==> config.mk <==
export PLATFORM = sky130hd
export DESIGN_NAME = rom_seq_ctrl
export DESIGN_NICKNAME = d
export VERILOG_FILES = /design/src/rtl/rom_seq_ctrl_pkg.sv /design/src/rtl/rom_seq_ctrl.sv
export SDC_FILE = /design/constraint.sdc
export NUM_CORES = 1
export LEC_CHECK = 0
export CAP_MARGIN = 20
export CORE_UTILIZATION = 45
export DETAILED_ROUTE_END_ITERATION = 12
export PLACE_DENSITY = 0.77
export SYNTH_ARGS = -nofsm -noshare
export SYNTH_HDL_FRONTEND = slang
export SYNTH_SLANG_ARGS = --single-unit
==> constraint.sdc <==
create_clock -name clk -period 1.86 [get_ports clk]
set_clock_uncertainty 0.05 [all_clocks]
set_input_delay 0.558 -clock clk [delete_from_list [all_inputs] [get_ports clk]]
set_output_delay 0.558 -clock clk [all_outputs]
set_load 0.005 [all_outputs]
==> src/rtl/rom_seq_ctrl_pkg.sv <==
// Shared definitions for the ROM sequencing controller.
//   - Opcode encodings of the 2-bit instruction set.
//   - Controller state encoding.
package rom_seq_ctrl_pkg;

    localparam logic [1:0] OP_INC = 2'b00;  // {ovf,acc} <= acc + 1
    localparam logic [1:0] OP_JNO = 2'b01;  // jump to fixed target when ovf == 0
    localparam logic [1:0] OP_HLT = 2'b10;  // stop in HALT
    localparam logic [1:0] OP_RSV = 2'b11;  // reserved: NOP that sets illegal

    typedef enum logic [1:0] {
        ST_IDLE  = 2'd0,
        ST_FETCH = 2'd1,
        ST_EXEC  = 2'd2,
        ST_HALT  = 2'd3
    } state_t;

endpackage

==> src/rtl/rom_seq_ctrl.sv <==
// Fetch/execute controller for the 4-entry, 2-bit instruction ROM.
// Every instruction takes two cycles: FETCH latches the combinational ROM
// output into ir, EXEC commits its effect on pc/acc/ovf/illegal.
// Ports:
//   clk        rising-edge clock
//   reset      synchronous active-high reset (priority over start)
//   start      one-cycle pulse, honoured only in IDLE or HALT
//   instr      opcode returned by the ROM for {sel2,sel1}
//   sel1/sel2  ROM address bits 0/1 (always equal pc)
//   acc        accumulator
//   ovf        carry-out of the most recent INC
//   busy       high in FETCH or EXEC
//   halted     high in HALT
//   illegal    sticky: reserved opcode was executed
module rom_seq_ctrl
    import rom_seq_ctrl_pkg::*;
#(
    parameter int         ACC_W      = 4,
    parameter logic [1:0] JNO_TARGET = 2'b00
) (
    input  logic             clk,
    input  logic             reset,
    input  logic             start,
    input  logic [1:0]       instr,
    output logic             sel1,
    output logic             sel2,
    output logic [ACC_W-1:0] acc,
    output logic             ovf,
    output logic             busy,
    output logic             halted,
    output logic             illegal
);

    state_t           state_reg, state_next;
    logic [1:0]       pc_reg, pc_next;
    logic [1:0]       ir_reg, ir_next;
    logic [ACC_W-1:0] acc_reg, acc_next;
    logic             ovf_reg, ovf_next;
    logic             illegal_reg, illegal_next;

    logic [ACC_W:0]   inc_sum;
    logic [1:0]       pc_inc;

    // One extra bit so the carry of an INC lands directly in ovf.
    assign inc_sum = {1'b0, acc_reg} + (ACC_W+1)'(1);
    assign pc_inc  = pc_reg + 2'd1;   // wraps 3 -> 0

    always_ff @(posedge clk) begin
        if (reset) begin
            state_reg   <= ST_IDLE;
            pc_reg      <= 2'b00;
            ir_reg      <= 2'b00;
            acc_reg     <= '0;
            ovf_reg     <= 1'b0;
            illegal_reg <= 1'b0;
        end else begin
            state_reg   <= state_next;
            pc_reg      <= pc_next;
            ir_reg      <= ir_next;
            acc_reg     <= acc_next;
            ovf_reg     <= ovf_next;
            illegal_reg <= illegal_next;
        end
    end

    always_comb begin
        state_next   = state_reg;
        pc_next      = pc_reg;
        ir_next      = ir_reg;
        acc_next     = acc_reg;
        ovf_next     = ovf_reg;
        illegal_next = illegal_reg;

        case (state_reg)
            // IDLE and HALT both restart the program on start.
            ST_IDLE, ST_HALT: begin
                if (start) begin
                    pc_next      = 2'b00;
                    acc_next     = '0;
                    ovf_next     = 1'b0;
                    illegal_next = 1'b0;
                    state_next   = ST_FETCH;
                end
            end
            ST_FETCH: begin
                ir_next    = instr;
                state_next = ST_EXEC;
            end
            ST_EXEC: begin
                state_next = ST_FETCH;
                case (ir_reg)
                    OP_INC: begin
                        {ovf_next, acc_next} = inc_sum;
                        pc_next = pc_inc;
                    end
                    OP_JNO: begin
                        pc_next = ovf_reg ? pc_inc : JNO_TARGET;
                    end
                    OP_HLT: begin
                        state_next = ST_HALT;   // pc holds on the HLT
                    end
                    default: begin              // OP_RSV
                        illegal_next = 1'b1;
                        pc_next      = pc_inc;
                    end
                endcase
            end
            default: state_next = ST_IDLE;
        endcase
    end

    assign sel1    = pc_reg[0];
    assign sel2    = pc_reg[1];
    assign acc     = acc_reg;
    assign ovf     = ovf_reg;
    assign illegal = illegal_reg;
    assign busy    = (state_reg == ST_FETCH) || (state_reg == ST_EXEC);
    assign halted  = (state_reg == ST_HALT);

endmodule
==> out/results.tsv <==
metric	value	unit
num ports	15	
XOR/XNOR Fraction of Synth Area	0.0449	
Final nets	101	
crit path max fanout	4	
Clk pin slew, worst setup/hold paths	80	ps
initial core utilization	0.506	
Seq pwr share	0.441	
switching part of the total	0.265	
DIE HEIGHT	38.1	um
Post-synth top flop	dfxtp_1	
Post-Synthesis Cells	65	
H-tree depth	1	
Residual DRC	0	
minimum clock period	1790	ps
clock share of power	0.312	
Inst Count DP	100	
non-filler cells, final	104	
Inserted Clock Buffers	3	
# Max-Cap Violations	0	
die area	1450	um^2
Chip Width	38.1	um
Pleak	0.353	nW
first-pass GRT wire length	1980	um
Post-Synth Simple-Gate Area	0.229	
relative slew slack	0.747	
crit path cell chain	clkdlybuf4s50_1	
drt first-iter violations	8	
share of layout cells above drive strength 1	0.211	
synth unique cells	24	
Synth Cell Area	586	um^2
status	finished, final reports clean	
final WL	1190	um
Area Growth Syn to Fin	41.7	%
slowest CP cell	clkdlybuf4s50_1	
Async S/R FF share, synth	0	
Adder-Cell Fraction of Synth Area	0.107	
GRT Util Overall	0.206	
GP Congestion	0.749	
internal power	0.000476	W
max reg flops	4	
Worst Hold Class	flip-flop to flip-flop	
syn avg cell area	9.01	um^2
hold buffer count at cts	0	
core area	1160	um^2
most instantiated library cell after synthesis	dfxtp_1	
largest family of logic cells by synthesized area	simple AND/OR/NAND/NOR gates	
post-synth net total	75	
total gr overflow	0	
Slew Limit Fails	0	
Synth Area in Compound Gates	0.130	
CP bufs+invs	1	
critical path class	flip-flop to output port	
worst-skew pair later-pin latency	270	ps
Synth top area share	0.410	
Vias/cell	4.99	
final worst setup slack	68.6	ps
FP Rows	12	
Crit path max-delay family	buffers and inverters	
initial antenna violation count	0	
Post-synth EDFFs	0	
Antenna Violating Nets Remaining	0	
Root Buffer	clkbuf_4	
WL/cell	11.5	um
vias in the first global route	476	
share of the clock period used by the worst path after layout	0.963	
Clock Sinks	12	
#FFs+latches synth	12	
Antenna diodes	0	
largest area contributor in the netlist	dfxtp_1	
pin count of the biggest net entering global routing	8	
register area share after synthesis	0.410	
NetSw	0.000171	W
Final HPWL DP	946	um
top post-synthesis cells by count	dfxtp_1, nor2_1, ha_1, nand2_1, inv_1	
Peak Freq	0.558	GHz
postcts setup bufs	0	
Startpoint Class	flip-flop	
actual slew at the worst max-slew pin	375	ps
endpoint type of the worst setup path	output port	
Initial DRT Pass Iterations	4	
DR vias	519	
max incr delay on CP	530	ps
Finished Core Util	0.718	
RSZ-0062 raised after global routing	no	
CTS tree	yes	
Setup Slack @ Placement	-41.1	ps
clock buffer depth	2	
setup slack, reg-to-reg	150	ps
Port Buffers	14	
multiplexer area fraction after synthesis	0.0534	
combinational fraction of design power	0.247	
worst path arrival time	1180	ps
Pwr Density	780	nW/um^2
Yosys Warn Count	0	
final setup vio count	0	
maximum VDD drop	0.522	mV
synth top area cells	dfxtp_1, ha_1, nor2_1	
Total Power	0.000647	W
CP Data Required Time	1250	ps
Hold Vio Cnt, Final	0	
cell families (layout without fill, tap and decap cells):
group,after synthesis,count (layout)
AND/OR/NAND/NOR,26,26
buffers and inverters,4,29
XOR/XNOR,3,3
AO/OA/AOI/OAI,12,12
multiplexers,3,3
adder cells (fa/ha/maj),5,5
flip-flops,12,12
layout make-up:
class	count	area, um^2
multi-input cells	49	330
inverters	4	15.0
flip-flops and latches	12	244
well taps	14	17.5
repair buffers	21	186
clock buffers	4	36.3
fillers	88	327
power groups by stage:
stage | Combinational (W) | Sequential (W) | Clock, W
5_1_grt | 0.000180 | 0.000288 | 0.000223
2_1_floorplan | 0.0000854 | 0.000290 | 0
3_5_place_dp | 0.000164 | 0.000291 | 0
4_1_cts | 0.000161 | 0.000285 | 0.000210
6_report | 0.000160 | 0.000285 | 0.000202
3_3_place_gp | 0.000161 | 0.000290 | 0
layout by cell type (no fill, tap or decap), types with 4 or more instances in the layout:
master and n:
inv_1 4, clkdlybuf4s50_1 12, nor2_1 7, nand2_1 5, buf_4 7, ha_1 5, dfxtp_1 9
final timing paths:
kind         endpoint    startpoint  depth (start not counted)
max            acc[2]        acc[2]                          1
min               ovf           ovf                          2
max reg2reg    acc[1]  state_reg[0]                          8
min reg2reg       ovf           ovf                          2
routing by layer:
metal | track usage | vias to the layer above | share of wire
met2 | 0.335 | 14 | 0.47
met4 | 0.134 | 0 | 0.012
met1 | 0.236 | 225 | 0.47
met5 | 0 | - | 0
li1 | - | 278 | -
met3 | 0.0523 | 2 | 0.041
per-stage QoR:
| stage | instance area, um^2 | setup TNS (ps) | hold slack [ps] |
|---|---|---|---|
| after floorplan | 586 | 0 | 400 |
| after global routing | 830 | 0 | 444 |
| after global placement | 796 | -33.6 | 413 |
| after detailed placement | 796 | -139 | 416 |
| after CTS | 832 | 0 | 430 |
| final | 830 | 0 | 425 |
repair_timing:
| item | in CTS | in global routing |
|---|---|---|
| pin swaps | 1 | 0 |
| resized for setup | 4 | 3 |
| endpoints found under the setup margin | 2 | 2 |
(Power assumes the default switching activity.)
